<file path="config.mk">
export PLATFORM = sky130hd
export DESIGN_NAME = mux21_rr_arbiter
export DESIGN_NICKNAME = d
export VERILOG_FILES = /design/src/rtl/mux21_pkg.sv /design/src/rtl/mux21_rr_grant.sv /design/src/rtl/mux21_rr_arbiter.sv
export SDC_FILE = /design/constraint.sdc
export NUM_CORES = 1
export LEC_CHECK = 0
export CAP_MARGIN = 20
export CELL_PAD_IN_SITES_DETAIL_PLACEMENT = 0
export CELL_PAD_IN_SITES_GLOBAL_PLACEMENT = 2
export CORE_ASPECT_RATIO = 0.75
export CORE_MARGIN = 2
export CORE_UTILIZATION = 20
export DETAILED_ROUTE_END_ITERATION = 10
export PLACE_DENSITY_LB_ADDON = 0.2
export REMOVE_ABC_BUFFERS = 1
export SYNTH_ARGS = -nofsm -noshare
export SYNTH_HDL_FRONTEND = slang
export SYNTH_SLANG_ARGS = --single-unit
</file>
<file path="constraint.sdc">
create_clock -name clk -period 1.7 [get_ports clk]
set_clock_uncertainty 0.1 [all_clocks]
set_input_delay 0.34 -clock clk [delete_from_list [all_inputs] [get_ports clk]]
set_output_delay 0.34 -clock clk [all_outputs]
set_load 0.005 [all_outputs]
</file>
<file path="src/rtl/mux21_pkg.sv">
// rtl/mux21_pkg.sv - shared select encoding for the codebase's 2:1 muxes
package mux21_pkg;

  typedef logic mux21_sel_t;

  localparam mux21_sel_t SEL_INPUT1 = 1'b0;
  localparam mux21_sel_t SEL_INPUT2 = 1'b1;

  function automatic mux21_sel_t mux21_other(input mux21_sel_t sel);
    return ~sel;
  endfunction

endpackage

</file>
<file path="src/rtl/mux21_rr_grant.sv">
// rtl/mux21_rr_grant.sv - combinational two-way grant with priority and packet-lock owner
module mux21_rr_grant
  import mux21_pkg::*;
(
  input  logic       valid1_i,
  input  logic       valid2_i,
  input  mux21_sel_t prio_i,
  input  logic       locked_i,
  input  mux21_sel_t owner_i,
  output logic       grant_valid_o,
  output mux21_sel_t grant_o
);

  always_comb begin
    grant_valid_o = 1'b0;
    grant_o       = prio_i;
    if (locked_i) begin
      // A locked owner keeps the grant even when idle; the other input waits.
      grant_o       = owner_i;
      grant_valid_o = (owner_i == SEL_INPUT2) ? valid2_i : valid1_i;
    end else if (valid1_i && valid2_i) begin
      grant_o       = prio_i;
      grant_valid_o = 1'b1;
    end else if (valid1_i) begin
      grant_o       = SEL_INPUT1;
      grant_valid_o = 1'b1;
    end else if (valid2_i) begin
      grant_o       = SEL_INPUT2;
      grant_valid_o = 1'b1;
    end
  end

endmodule

</file>
<file path="src/rtl/mux21_rr_arbiter.sv">
// rtl/mux21_rr_arbiter.sv - round-robin 2:1 stream arbiter with registered output; MUX21_LOCK_EN enables packet lock
module mux21_rr_arbiter
  import mux21_pkg::*;
#(
  parameter int WIDTH = 8
) (
  input  logic             clk,
  input  logic             rst,
  input  logic [WIDTH-1:0] input1_data,
  input  logic             input1_valid,
  input  logic             input1_last,
  output logic             input1_ready,
  input  logic [WIDTH-1:0] input2_data,
  input  logic             input2_valid,
  input  logic             input2_last,
  output logic             input2_ready,
  output logic [WIDTH-1:0] out1_data,
  output logic             out1_valid,
  output logic             out1_last,
  input  logic             out1_ready,
  output mux21_sel_t       select
);

  logic [WIDTH-1:0] data_q, data_d;
  logic             valid_q, valid_d;
  logic             last_q, last_d;
  mux21_sel_t       sel_q, sel_d;
  mux21_sel_t       prio_q, prio_d;
  logic             lock_active;

  logic             space;
  logic             accept;
  logic             grant_valid;
  mux21_sel_t       grant;
  logic [WIDTH-1:0] win_data;
  logic             win_last;

`ifdef MUX21_LOCK_EN
  logic locked_q, locked_d;
  assign lock_active = locked_q;
`else
  assign lock_active = 1'b0;
`endif

  // While locked, the owner is always the source of the last accepted beat.
  mux21_rr_grant u_grant (
    .valid1_i      (input1_valid),
    .valid2_i      (input2_valid),
    .prio_i        (prio_q),
    .locked_i      (lock_active),
    .owner_i       (sel_q),
    .grant_valid_o (grant_valid),
    .grant_o       (grant)
  );

  assign space    = ~valid_q | out1_ready;
  assign accept   = grant_valid & space & ~rst;
  assign win_data = (grant == SEL_INPUT2) ? input2_data : input1_data;
  assign win_last = (grant == SEL_INPUT2) ? input2_last : input1_last;

  assign input1_ready = accept & (grant == SEL_INPUT1);
  assign input2_ready = accept & (grant == SEL_INPUT2);

  always_comb begin
    data_d  = data_q;
    valid_d = valid_q;
    last_d  = last_q;
    sel_d   = sel_q;
    prio_d  = prio_q;
`ifdef MUX21_LOCK_EN
    locked_d = locked_q;
`endif
    if (accept) begin
      data_d  = win_data;
      last_d  = win_last;
      sel_d   = grant;
      valid_d = 1'b1;
`ifdef MUX21_LOCK_EN
      if (win_last) begin
        prio_d   = mux21_other(grant);
        locked_d = 1'b0;
      end else begin
        locked_d = 1'b1;
      end
`else
      prio_d = mux21_other(grant);
`endif
    end else if (out1_ready) begin
      valid_d = 1'b0;
    end
  end

  always_ff @(posedge clk) begin
    if (rst) begin
      data_q  <= '0;
      valid_q <= 1'b0;
      last_q  <= 1'b0;
      sel_q   <= SEL_INPUT1;
      prio_q  <= SEL_INPUT1;
`ifdef MUX21_LOCK_EN
      locked_q <= 1'b0;
`endif
    end else begin
      data_q  <= data_d;
      valid_q <= valid_d;
      last_q  <= last_d;
      sel_q   <= sel_d;
      prio_q  <= prio_d;
`ifdef MUX21_LOCK_EN
      locked_q <= locked_d;
`endif
    end
  end

  assign out1_data  = data_q;
  assign out1_valid = valid_q;
  assign out1_last  = last_q;
  assign select     = sel_q;

endmodule

</file>
==> key figures <==
Global route
  – Vias in the first global route: ~600
  – GRT overflow: 0
  – Initial antenna violation count: 0
  – Largest net degree at the start of global routing: 13
  – Gr usage total: between 10% and 20%
  – First-pass GRT wire length: 2820 um

Critical path
  – Critical Path RT: 1260 ps
  – CP arrival: 1200 ps
  – Setup crit start kind: input port
  – CP max stage delay: 210 ps
  – CP max FO: 4
  – Crit path buf inv count: 3
  – Critical Path Start: input2_valid
  – Worst setup EP type: output port
  – FF-to-FF path depth: 7
  – Crit-path leading delay family: buffers and inverters
  – Stages on worst setup path: 6
  – FF-to-FF Start: out1_valid$_SDFFE_PP0P_
  – Critical path class: input port to output port
  – Worst path slowest cell: clkdlybuf4s15_2
  – Critical path cell sequence: clkdlybuf4s15_2 > nor2_1 > nor3_4 > buf_4 > and2_4 > buf_2

STA
  – Worst setup margin: roughly 64 ps
  – Finish-stage setup viols: 0
  – Relative slew slack: between 80% and 90%
  – Setup TNS: 0 ps
  – Final period utilization: 96.2%
  – Final hold vios: 0
  – RSZ-0062 raised after global routing: no
  – Final Slew Violations: 0
  – Hold slack: 342 ps
  – Fmax: just over 600 MHz
  – Min cycle time layout: 1640 ps
  – Actual slew at the worst max-slew pin: ~200 ps

Routing
  – DR WL/cell: ~12 um
  – Vias per inst: 4.22
  – Drt initial violations: 8
  – # DRC: 0
  – Via count: 624
  – Final wirelength: roughly 1800 um
  – Antenna viol nets, final: 0
  – Router iterations before antenna repair: 2

Floorplanning
  – Starting Density: between 20% and 30%
  – Die Wd: around 68 um
  – Die Y: 52.3 um
  – Core area: 2960 um^2
  – Die area: 3580 um^2
  – Top-level I/O count: 36
  – Cell row count: 17

Cells and area
  – # diodes: 0
  – Reg area: 241 um^2
  – Share of cells above drive strength 1: 36.4%
  – Fin cells: 148
  – Area growth syn-to-layout: 79.7%
  – Total Nets Final: 135
  – Final design utilization: 37.8%
  – Fin area: approximately 1100 um^2
  – Area of the multi-input gates: 380 um^2
  – Fillcell total: 316

Hold path
  – WHS Path Cells: 3
  – Hold Crit Class: input port to flip-flop
  – Hold path startpoint: input1_valid

Synth
  – Yosys reg bits: 12
  – Cell area after synthesis: just over 600 um^2
  – Mapped Cells: 67
  – Synth Warn #: 0
  – Post-synthesis sequential area ratio: about 39%
  – Mean Syn Cell Area: 9.28 um^2
  – Yosys cell types: 18

CTS
  – Clock tree root buffer cell: clkbuf_8
  – CTS Hold Buffers Added: 0
  – Clk_lat worst skew: 230 ps
  – H-tree depth: 1
  – Clock buffer depth: 2
  – Reg clk slew, reported paths: 50 ps
  – Sink Count: 12
  – CTS buffer count: 3
  – TritonCTS clock tree: built

Power and ir drop
  – Tot Pwr: 0.819 mW
  – Leakage: 0.435 nW
  – Power per cell area: between 700 and 800 nW/um^2
  – Peak VDD IR: 0.000361 V

Status
  – Status: complete, no violations

Place
  – Routability congestion estimate: 0.599
  – Post-place setup slack: -585 ps
  – DPL Wire Length: roughly 1300 um
  – Placed Instances: 142
  – Port-buffer cells: 35
  – Area after DPL: around 1000 um^2

Run
  – MaxCap Viol Count: 0
==> cells by family (layout without fill, tap and decap cells) <==
kind of cell / after synthesis / in the layout / share of synthesized area [%]
AO/OA/AOI/OAI: 11 / 11 / 23.5
buffers and inverters: 4 / 47 / 4.83
flip-flops: 12 / 12 / 38.6
AND/OR/NAND/NOR: 40 / 40 / 33.0
==> placed cells by master, fill, tap and decap left out <==
master | synthesis | routed
buf_4 | 2 | 9
nand2b_4 | 0 | 1
clkdlybuf4s15_2 | 0 | 1
clkdlybuf4s15_1 | 0 | 1
a311oi_1 | 2 | 2
dlygate4sd2_1 | 0 | 2
dfxtp_2 | 0 | 1
nand2_1 | 9 | 9
clkbuf_8 | 0 | 3
dfxtp_1 | 12 | 11
nor2b_4 | 0 | 2
nor3_4 | 0 | 1
and2_4 | 1 | 2
a21o_1 | 1 | 1
clkdlybuf4s50_1 | 0 | 29
nand2_2 | 9 | 9
a21oi_4 | 1 | 1
buf_2 | 0 | 2
a311oi_2 | 7 | 7
nor3_1 | 2 | 2
nor3_2 | 2 | 1
nor2_1 | 13 | 13
==> synth_stat cells, drive strengths merged <==
master,instances,area [um^2]
a21o,1,7.51
a21oi,1,16.3
a311oi,9,123
and2,2,15.0
buf,4,30.0
dfxtp,12,240
nand2,18,90.1
nand2b,1,6.26
nor2,13,48.8
nor2b,2,15.0
nor3,4,30.0
==> report_power, final <==
group / switching, mW / total (mW) / internal, mW
registers: 0.0132 / 0.319 / 0.306
logic: 0.101 / 0.247 / 0.145
clock network: 0.0974 / 0.253 / 0.156
==> what timing repair did <==
action                     CTS  global route
pin swaps                    4             3
gates resized for setup     21             0
setup endpoints to repair    5             2
setup buffers                3             0
==> worst min-delay path, cell delays in order <==
cell    delay [ps]
buf_2          150
nor3_1          70
nor2_1          80
==> area by class of cell <==
| type | instances | area share [%] |
|---|---|---|
| tap | 38 | 4.26 |
| multi-input combinational | 51 | 34.0 |
| timing repair buffer | 44 | 36.4 |
| clock buffer | 3 | 3.70 |
| sequential | 12 | 21.6 |
==> sequential cells by signal, indices dropped and copies added, names as in the netlist <==
signal	flops
out1_valid	1
prio_q	1
out1_last	1
out1_data	8
select	1
==> routing by layer <==
layer  track usage, %  part of all wire [%]  wire length, um
met1             13.7                    45              789
met2             17.0                    45              792
met3             6.02                   9.7              171
met4             3.00                  0.74               13
met5                0                     0                0
==> worst paths after layout <==
kind | to | slack [ps]
worst max-delay path | input1_ready | 60
worst min-delay path | out1_valid$_SDFFE_PP0P_ | 340
worst max register to register | out1_data[3]$_SDFFE_PP0P_ | 230
worst min register to register | select$_SDFFE_PP0P_ | 400
(Power assumes the default switching activity.)
